===== src/rtl/cdc_pkg.sv =====
`default_nettype none
// +--------------------------------------------------------------------------+
// | Package     : cdc_pkg                                                    |
// | Description : Shared definitions for the toggle req/ack CDC handshake.   |
// |               Holds the transmitter FSM state type, its state encodings  |
// |               and the minimum synchronizer depth.                        |
// | Revision    : 1.0 - initial release                                      |
// +--------------------------------------------------------------------------+
package cdc_pkg;

   // Fewer than two flops leaves no settling time for a metastable sample.
   localparam int CDC_SYNC_STAGES_MIN = 2;

   // Transmitter FSM state, kept as plain logic constants so older
   // tools and netlists see a fixed 1-bit encoding.
   typedef logic [0:0] cdc_state_t;

   localparam cdc_state_t IDLE     = 1'b0;
   localparam cdc_state_t WAIT_ACK = 1'b1;

endpackage : cdc_pkg
`default_nettype wire


===== src/rtl/cdc_sync_bit.sv =====
`default_nettype none
// +--------------------------------------------------------------------------+
// | Module      : cdc_sync_bit                                               |
// | Description : Single-bit multi-flop synchronizer into the clk domain.    |
// |               Plain shift chain, no logic between stages.                |
// | Ports       : clk      - destination clock                               |
// |               reset_n  - synchronous active-low reset (all stages -> 0)  |
// |               async_in - bit from a foreign clock domain                 |
// |               sync_out - last stage of the chain                         |
// | Revision    : 1.0 - initial release                                      |
// +--------------------------------------------------------------------------+
module cdc_sync_bit
   import cdc_pkg::*;
#(
   parameter int SYNC_STAGES = 2
) (
   input  logic clk,
   input  logic reset_n,
   input  logic async_in,
   output logic sync_out
);

   // Never build a chain shorter than the safe minimum.
   localparam int C_STAGES = (SYNC_STAGES < CDC_SYNC_STAGES_MIN) ?
                             CDC_SYNC_STAGES_MIN : SYNC_STAGES;

   logic [C_STAGES-1:0] r_sync;

   always_ff @(posedge clk) begin
      if (!reset_n) begin
         r_sync <= '0;
      end else begin
         r_sync <= {r_sync[C_STAGES-2:0], async_in};
      end
   end

   assign sync_out = r_sync[C_STAGES-1];

endmodule : cdc_sync_bit
`default_nettype wire


===== src/rtl/cdc_hs_tx.sv =====
`default_nettype none
// +--------------------------------------------------------------------------+
// | Module      : cdc_hs_tx                                                  |
// | Description : Source-side end of a toggle req/ack handshake. Accepts a   |
// |               word on valid/ready, holds it on xfer_data, toggles        |
// |               xfer_req and waits until the synchronized xfer_ack toggle  |
// |               matches xfer_req before accepting the next word.           |
// | Ports       : clk, reset_n (sync, active-low)                            |
// |               in_valid/in_ready/in_data  - upstream word interface       |
// |               xfer_req/xfer_data         - to destination (registered)   |
// |               xfer_ack                   - from destination (async)      |
// |               busy, done_pulse, timeout_err - status                     |
// | Options     : `define CDC_HS_TX_TIMEOUT_EN adds a sticky timeout flag    |
// |               raised after TIMEOUT_CYC cycles in WAIT_ACK.               |
// | Revision    : 1.0 - initial release                                      |
// +--------------------------------------------------------------------------+
module cdc_hs_tx
   import cdc_pkg::*;
#(
   parameter int DATA_W      = 8,
   parameter int SYNC_STAGES = 2,
   parameter int TIMEOUT_CYC = 1024
) (
   input  logic              clk,
   input  logic              reset_n,
   input  logic              in_valid,
   output logic              in_ready,
   input  logic [DATA_W-1:0] in_data,
   output logic              xfer_req,
   output logic [DATA_W-1:0] xfer_data,
   input  logic              xfer_ack,
   output logic              busy,
   output logic              done_pulse,
   output logic              timeout_err
);

   cdc_state_t        r_state;
   logic              r_xfer_req;
   logic [DATA_W-1:0] r_xfer_data;
   logic              r_done_pulse;
   logic              w_ack_s;

   cdc_sync_bit #(
      .SYNC_STAGES (SYNC_STAGES)
   ) u_ack_sync (
      .clk      (clk),
      .reset_n  (reset_n),
      .async_in (xfer_ack),
      .sync_out (w_ack_s)
   );

   // A word is only ever taken in IDLE; completion and a new accept can
   // therefore never share an edge.
   always_ff @(posedge clk) begin
      if (!reset_n) begin
         r_state      <= IDLE;
         r_xfer_req   <= 1'b0;
         r_xfer_data  <= '0;
         r_done_pulse <= 1'b0;
      end else begin
         r_done_pulse <= 1'b0;
         case (r_state)
            IDLE: begin
               if (in_valid) begin
                  r_xfer_data <= in_data;
                  r_xfer_req  <= ~r_xfer_req;
                  r_state     <= WAIT_ACK;
               end
            end
            WAIT_ACK: begin
               // Receiver has echoed our toggle once the synced ack equals req.
               if (w_ack_s == r_xfer_req) begin
                  r_state      <= IDLE;
                  r_done_pulse <= 1'b1;
               end
            end
            default: begin
               r_state <= IDLE;
            end
         endcase
      end
   end

   // Ready is forced high while reset is asserted so upstream sees the
   // post-reset value without waiting for the first edge.
   assign in_ready   = !reset_n || (r_state == IDLE);
   assign busy       = (r_state == WAIT_ACK);
   assign xfer_req   = r_xfer_req;
   assign xfer_data  = r_xfer_data;
   assign done_pulse = r_done_pulse;

`ifdef CDC_HS_TX_TIMEOUT_EN
   localparam int                C_TO_W     = $clog2(TIMEOUT_CYC + 1);
   localparam logic [C_TO_W-1:0] C_TO_LIMIT = C_TO_W'(TIMEOUT_CYC);
   localparam logic [C_TO_W-1:0] C_TO_ONE   = C_TO_W'(1);

   logic [C_TO_W-1:0] r_to_cnt;
   logic              r_timeout_err;

   // Counter sits at zero in IDLE, so it is clear on every WAIT_ACK entry.
   // The flag rises on the same edge the counter reaches the limit.
   always_ff @(posedge clk) begin
      if (!reset_n) begin
         r_to_cnt      <= '0;
         r_timeout_err <= 1'b0;
      end else if (r_state == IDLE) begin
         r_to_cnt <= '0;
      end else begin
         if (r_to_cnt != C_TO_LIMIT) begin
            r_to_cnt <= r_to_cnt + C_TO_ONE;
         end
         if (r_to_cnt >= (C_TO_LIMIT - C_TO_ONE)) begin
            r_timeout_err <= 1'b1;
         end
      end
   end

   assign timeout_err = r_timeout_err;
`else
   // Always 0; the parameter is referenced only so both builds expose an
   // identical, warning-free parameter list.
   assign timeout_err = 1'b0 && (TIMEOUT_CYC != 0);
`endif

endmodule : cdc_hs_tx
`default_nettype wire


===== config.mk =====
export PLATFORM = sky130hd
export DESIGN_NAME = cdc_hs_tx
export DESIGN_NICKNAME = d
export VERILOG_FILES = /design/src/rtl/cdc_pkg.sv /design/src/rtl/cdc_sync_bit.sv /design/src/rtl/cdc_hs_tx.sv
export SDC_FILE = /design/constraint.sdc
export NUM_CORES = 1
export LEC_CHECK = 0
export BUFFER_PORTS_ARGS = -buffer_cell sky130_fd_sc_hd__buf_2
export CAP_MARGIN = 40
export CORE_MARGIN = 8
export CORE_UTILIZATION = 29
export CTS_BUF_LIST = sky130_fd_sc_hd__clkbuf_4
export DETAILED_ROUTE_END_ITERATION = 10
export SYNTH_ARGS = -nofsm -noshare
export SYNTH_HDL_FRONTEND = slang
export SYNTH_SLANG_ARGS = --single-unit

===== constraint.sdc =====
create_clock -name clk -period 1.2 [get_ports clk]
set_input_delay 0.18 -clock clk [delete_from_list [all_inputs] [get_ports clk]]
set_output_delay 0.18 -clock clk [all_outputs]
set_load 0.005 [all_outputs]

==> metrics.md, run 1 <==
| Metric | Value |
|---|---|
| Initial antenna violation count | `0` |
| CP Launch Type | `register` |
| Setup Viol. Count Final | `0` |
| Fmax | `0.949 GHz` |
| HP Class | `input port to register` |
| Clk pwr share | `32.2%` |
| Die Span X | `57.1 microns` |
| Syn avg cell area | `9.23 sq um` |
| Syn_nets | `65` |
| Largest net degree at the start of global routing | `14` |
| Clock transition at path regs | `0.08 ns` |
| Sw Ratio | `23.6%` |
| Final setup TNS | `0 ns` |
| Vias per inst | `4.31` |
| Worst EP arrival | `0.87 ns` |
| Crit path time final | `1.05 ns` |
| CTS H-tree depth | `1` |
| Worst-path maximum fanout | `6` |
| Final hold vios | `0` |
| Status | `finished, final reports clean` |
| Yosys reg bits | `13` |
| Final net count | `90` |
| Share of cells above drive strength 1 | `39.0%` |
| Root Buffer | `clkbuf_4` |
| DR iter-0 viols | `3` |
| Tot Pwr | `0.000889 W` |
| Die ar. | `0.00326 sq mm` |
| Layout area overhead | `29.2%` |
| Maxcap violations | `0` |
| Synth warn | `0` |
| Critical Path Sink Type | `output port` |
| Clock Path Buffers | `2` |
| Syn Inst Count | `53` |
| Wire per inst | `11.8 microns` |
| Post-route antenna net violation count | `0` |
| RSZ-0062 raised after global routing | `no` |
| Final wirelength | `1110 microns` |
| GRT Util Overall | `7.17%` |
| Combinational power share | `13.9%` |
| CTS tree | `done` |
| Port bufs | `23` |
| Global placer's final weighted congestion | `0.616` |
| Internal | `0.000679 W` |
| Worst r2r src | `busy` |
| Kind of critical path | `register to output port` |
| Max Transition Viols Final | `0` |
| Post-DP HPWL | `858 microns` |
| Seq/Total Area, Yosys | `53.2%` |
| Final worst-path cycle share | `87.8%` |
| Part of the power in registers | `53.9%` |
| Row count | `15` |
| Clock skew | `0.00237 ns` |
| Via count | `405` |
| DR pass1 iterations | `2` |
| Fillers | `179` |
| Static Leak | `0.299 nW` |
| Hold path startpoint | `xfer_ack` |
| Critical Path RT | `1.02 ns` |
| Core ar. | `0.00165 sq mm` |
| Die height | `57.1 microns` |
| Netlist cell types | `14` |
| PwrDens | `1410 mW/mm^2` |
| Post-Synthesis Cell Area | `489 sq um` |
| Switching Power | `0.000210 W` |
| Starting Density | `29.6%` |
| Ports | `25` |
| Diode count | `0` |
| Peak VDD IR | `0.000753 V` |
| CTS Buf Count | `3` |
| CTS Sinks | `13` |
| Total gr overflow | `0` |
| Global-route wire length before repair | `1860 microns` |
| Vias in the first global route | `449` |
| Worst skew pair latency | `0.27 ns` |
| Drt drc | `0` |
| CP startpoint | `busy` |
-- logic make-up (layout without fill, tap and decap cells) --
kind of cell              after synthesis  count (layout)  synth area share (%)
AOI/OAI and AO/OA                      10              10                  14.3
DFF                                    13              13                  53.2
xor gates and xnor gates                2               2                  3.58
buffers and inverters                   4              28                  6.90
and+or+nand+nor                        23              23                  21.2
other                                   1               1                 0.767
-- state kept, by name, indices dropped and copies added, names as in the netlist --
| signal | cells |
|---|---|
| xfer_data | 8 |
| u_ack_sync.r_sync | 2 |
| busy | 1 |
| done_pulse | 1 |
| xfer_req | 1 |
-- final timing paths --
| check | endpoint | slack (ns) | cells after the start |
|---|---|---|---|
| max reg2reg | xfer_data[5] | 0.18 | 4 |
| min | u_ack_sync.r_sync[0] | 0.11 | 2 |
| max | in_ready | 0.15 | 2 |
| min reg2reg | u_ack_sync.r_sync[1] | 0.44 | 1 |
-- layer usage --
layer,vias to the layer above,wire length (microns),GRT usage [%]
met5,-,0,0
li1,213,-,-
met3,2,89,3.33
met1,173,510,7.19
met2,17,491,11.5
met4,0,21,5.03
-- synthesized netlist by cell type --
| master | number | area share (%) |
|---|---|---|
| nand2_1 | 17 | 13 |
| dfxtp_1 | 13 | 53 |
| a21boi_0 | 8 | 12 |
| and2_1 | 3 | 3.8 |
| buf_6 | 2 | 4.6 |
| xnor2_1 | 2 | 3.6 |
| a21oi_1 | 1 | 1.0 |
| and2b_2 | 1 | 1.8 |
| buf_4 | 1 | 1.5 |
| clkbuf_1 | 1 | 0.77 |
| conb_1 | 1 | 0.77 |
| nand2b_1 | 1 | 1.3 |
| nor2b_1 | 1 | 1.3 |
| o21ai_0 | 1 | 1.0 |
-- stage by stage --
step | worst slack [ns] | instance area (sq um) | hold slack [ns] | utilization [%] | std cells
5_1_grt | 0.0268 | 632 | 0.125 | 38.3 | 94
6_report | 0.146 | 632 | 0.107 | 38.3 | 94
2_1_floorplan | 0.230 | 489 | 0.307 | - | 53
3_3_place_gp | 0.189 | 599 | 0.388 | 36.3 | 90
3_5_place_dp | 0.115 | 599 | 0.390 | 36.3 | 90
4_1_cts | 0.110 | 629 | 0.102 | 38.1 | 94
-- critical path: stages, from the launching register on --
cell     delay, ns
dfxtp_1       0.39
nand2_1       0.08
buf_2         0.13
-- power by group through the flow --
stage / Combinational [W] / Sequential (W) / Clock, W
after floorplan: 0.0000725 / 0.000491 / 0
after global placement: 0.000122 / 0.000489 / 0
after detailed placement: 0.000124 / 0.000490 / 0
after CTS: 0.000125 / 0.000480 / 0.000295
after global routing: 0.000139 / 0.000484 / 0.000312
final: 0.000123 / 0.000479 / 0.000286
-- cell usage in the layout, fill, tap and decap left out --
master / netlist / routed
nand2b_2: 0 / 1
a21oi_1: 1 / 1
nor2b_1: 1 / 1
and2b_2: 1 / 1
buf_2: 0 / 23
dfxtp_1: 13 / 13
and2_1: 3 / 3
clkbuf_4: 0 / 4
o21ai_0: 1 / 1
buf_4: 1 / 1
xnor2_1: 2 / 2
nand2_1: 17 / 17
conb_1: 1 / 1
a21boi_0: 8 / 8
-- final cells by class --
| cell class | count | area, sq um | share of cell area, % |
|---|---|---|---|
| Clock buffer | 4 | 30.0 | 4.75 |
| Timing Repair Buffer | 24 | 123 | 19.4 |
| Multi-Input combinational cell | 36 | 198 | 31.3 |
| Sequential cell | 13 | 260 | 41.2 |
| Tap cell | 17 | 21.3 | 3.37 |
-- repair_timing --
item                                    4_1_cts  5_1_grt
endpoints found under the setup margin        0        3
hold buffers                                  0        0
setup buffers                                 0        0
resized for setup                             0        1
No activity file was read; power rests on OpenSTA's default activity.
==> inputs of run 2 (changes only) <==
--- a/config.mk
+++ b/config.mk
@@ -5,12 +5,14 @@
 export SDC_FILE = /design/constraint.sdc
 export NUM_CORES = 1
 export LEC_CHECK = 0
+export ABC_AREA = 1
 export BUFFER_PORTS_ARGS = -buffer_cell sky130_fd_sc_hd__buf_2
 export CAP_MARGIN = 40
 export CORE_MARGIN = 8
 export CORE_UTILIZATION = 29
 export CTS_BUF_LIST = sky130_fd_sc_hd__clkbuf_4
 export DETAILED_ROUTE_END_ITERATION = 10
+export HOLD_SLACK_MARGIN = 0.1
 export SYNTH_ARGS = -nofsm -noshare
 export SYNTH_HDL_FRONTEND = slang
 export SYNTH_SLANG_ARGS = --single-unit
==> run 2 against run 1 <==
Effect of this change:
- synthesized area is 9.0% higher
- routed wire length up 8.0%
- non-clock buffer count stayed put
- final cell count increased by 35%
- cell area is 11% higher
- die area increased by 6.4%
- global-route usage shrank 0.53 points
- largest power group unchanged
- sequential share of layout area is 3.9 points lower
- power rose by 2.4%
- sequential power is 1% higher
==> metrics.md, run 2 <==
| Metric | Value |
|---|---|
| CP Launch Type | `register` |
| Static Leak | `0.408 nW` |
| Share of cells above drive strength 1 | `30.4%` |
| Fillers | `209` |
| Fmax | `0.945 GHz` |
| RSZ-0062 raised after global routing | `no` |
| Diode count | `0` |
| Placed cell areas | `659 sq um` |
| Met3 usage | `2.17%` |
| Final hold vios | `0` |
| Vias in the first global route | `411` |
| EDFF count, synth | `0` |
| Seq/Total Area, Yosys | `48.8%` |
| Part of the power in registers | `53.2%` |
| Syn avg cell area | `6.92 sq um` |
| Worst-path maximum fanout | `4` |
| Status | `finished, final reports clean` |
| Die ar. | `0.00347 sq mm` |
| Row count | `15` |
| Peak VDD IR | `0.000433 V` |
| Global-route wire length before repair | `1770 microns` |
| HP Class | `input port to register` |
| Kind of critical path | `register to output port` |
| Setup Viol. Count Final | `0` |
| FFs w/ async S/R, synth | `0%` |
| Die height | `58.9 microns` |
| GRT Util Overall | `6.65%` |
| Sw Ratio | `24.9%` |
| Switching Power | `0.000227 W` |
| Finished Core Util | `40.6%` |
| Layout Cell Area excl Fill | `701 sq um` |
| Combinational power share | `16.0%` |
| Die Span X | `58.9 microns` |
| Setup bufs post-CTS | `0` |
| Top post-synthesis cells by count | `nor2_1 (18), nand2_1 (16), dfxtp_1 (13), inv_1 (12), nand3_1 (9)` |
| Worst path slowest cell | `dfxtp_2` |
| Via count | `501` |
| Final net count | `115` |
| Layout area overhead | `31.5%` |
| Post-route antenna net violation count | `0` |
| Most frequent cell after synthesis | `nor2_1` |
| Global placer's final weighted congestion | `0.672` |
| Commonest non-fill, non-tap cells in the layout | `buf_2 (23), nor2_1 (18), nand2_1 (16), inv_1 (12), dfxtp_1 (12)` |
| Storage cell area | `262 sq um` |
| Buf/Inv on CP | `1` |
| Worst skew pair latency | `0.26 ns` |
| Top cell type's share of synthesized area | `48.8%` |
| Max reg flops | `8` |
| Maxcap violations | `0` |
| Netlist cell types | `12` |
| Clock Path Buffers | `2` |
| PwrDens | `1300 mW/mm^2` |
| Routing usage on met1 | `6.84%` |
| Clock skew | `0.00241 ns` |
| Starting Density | `30.9%` |
| Critical Path Sink Type | `output port` |
| Ys flop type | `dfxtp_1` |
| Final worst-path cycle share | `88.2%` |
| Clk pwr share | `30.8%` |
| Area leader, netlist | `dfxtp_1` |
| Cell family with most CP delay | `flip-flops` |
| DR iter-0 viols | `0` |
| Crit path time final | `1.06 ns` |
| Wire per inst | `9.46 microns` |
| Port bufs | `23` |
| Top post-synthesis cells by area | `dfxtp_1 (49%), nor2_1 (13%), nand2_1 (11%)` |
| Synth warn | `0` |
| Ports | `25` |
| Post-DP HPWL | `950 microns` |
| Core ar. | `0.00173 sq mm` |
| Largest net degree at the start of global routing | `14` |
| Post-Synthesis Cell Area | `533 sq um` |
| Critical Path RT | `1.02 ns` |
| Syn_nets | `89` |
| Setup WS pre-CTS | `0.334 ns` |
| Yosys reg bits | `13` |
| Syn Inst Count | `77` |
| CTS H-tree depth | `1` |
| Multi-input gate area | `200 sq um` |
| Final wirelength | `1200 microns` |
| CTS Buf Count | `3` |
| GRT busiest layer | `met2` |
| CTS Sinks | `13` |
| Final WS setup | `0.141 ns` |
| Vias per inst | `3.94` |
| Internal | `0.000683 W` |
| Max Transition Viols Final | `0` |
| CP Cell Sequence | `nand2_1 -> buf_2` |
| Initial antenna violation count | `0` |
| CTS tree | `done` |
| Worst EP arrival | `0.88 ns` |
| Total gr overflow | `0` |
| Most common cell after layout, fill and taps aside | `buf_2` |
| Max incr delay on CP | `0.38 ns` |
| DR pass1 iterations | `1` |
| Root Buffer | `clkbuf_4` |
| Final setup TNS | `0 ns` |
| Clock transition at path regs | `0.08 ns` |
| Drt drc | `0` |
| Met2 usage | `10.4%` |
[run 2: layer usage]
layer / wire [microns] / up-vias
met5: 0 / -
met4: 14 / 0
met3: 80 / 2
met2: 564 / 14
met1: 543 / 211
li1: - / 274
[run 2: cell type report]
class                      count  area share (%)
tap                           25            4.46
sequential                    13            37.3
timing repair buffer          24            17.9
multi-input combinational     47            28.6
clock buffer                   4            4.29
inverter                      14            7.50
[run 2: what timing repair did]
item,4_1_cts,5_1_grt
hold buffers,1,0
resized for setup,0,1
hold endpoints to repair,1,0
setup endpoints to repair,0,1
[run 2: worst reg2reg max path: cells and delay by family, from the launching register on]
family / cells / cell delay, ns
DFF: 1 / 0.35
and+or+nand+nor: 3 / 0.41
[run 2: final timing paths]
kind	start	endpoint	slack (ns)	cells after the start
worst min-delay path	in_data[7]	xfer_data[7]	0.21	5
worst max-delay path	busy	in_ready	0.14	2
worst max register to register	busy	xfer_data[4]	0.38	3
worst min register to register	u_ack_sync.r_sync[0]	u_ack_sync.r_sync[1]	0.42	2
[run 2: per-stage QoR]
step	hold WS, ns	total power [W]	cells
global route	0.226	0.000964	127
CTS	0.207	0.000930	127
global placement	0.362	0.000638	122
finish	0.214	0.000910	127
floorplan	0.278	0.000581	77
detailed placement	0.368	0.000641	122
[run 2: power by group through the flow]
stage / Sequential [W] / Combinational [W] / Clock [W]
after floorplan: 0.000498 / 0.0000829 / 0
after global placement: 0.000495 / 0.000144 / 0
after detailed placement: 0.000495 / 0.000146 / 0
after CTS: 0.000485 / 0.000149 / 0.000296
after global routing: 0.000489 / 0.000167 / 0.000308
final: 0.000485 / 0.000146 / 0.000280
[run 2: logic make-up after synthesis]
logic type	after synthesis	synth area share, %
compound gates	1	0.938
buf+inv	17	13.6
flops	13	48.8
other cells	1	0.704
simple gates	45	35.9
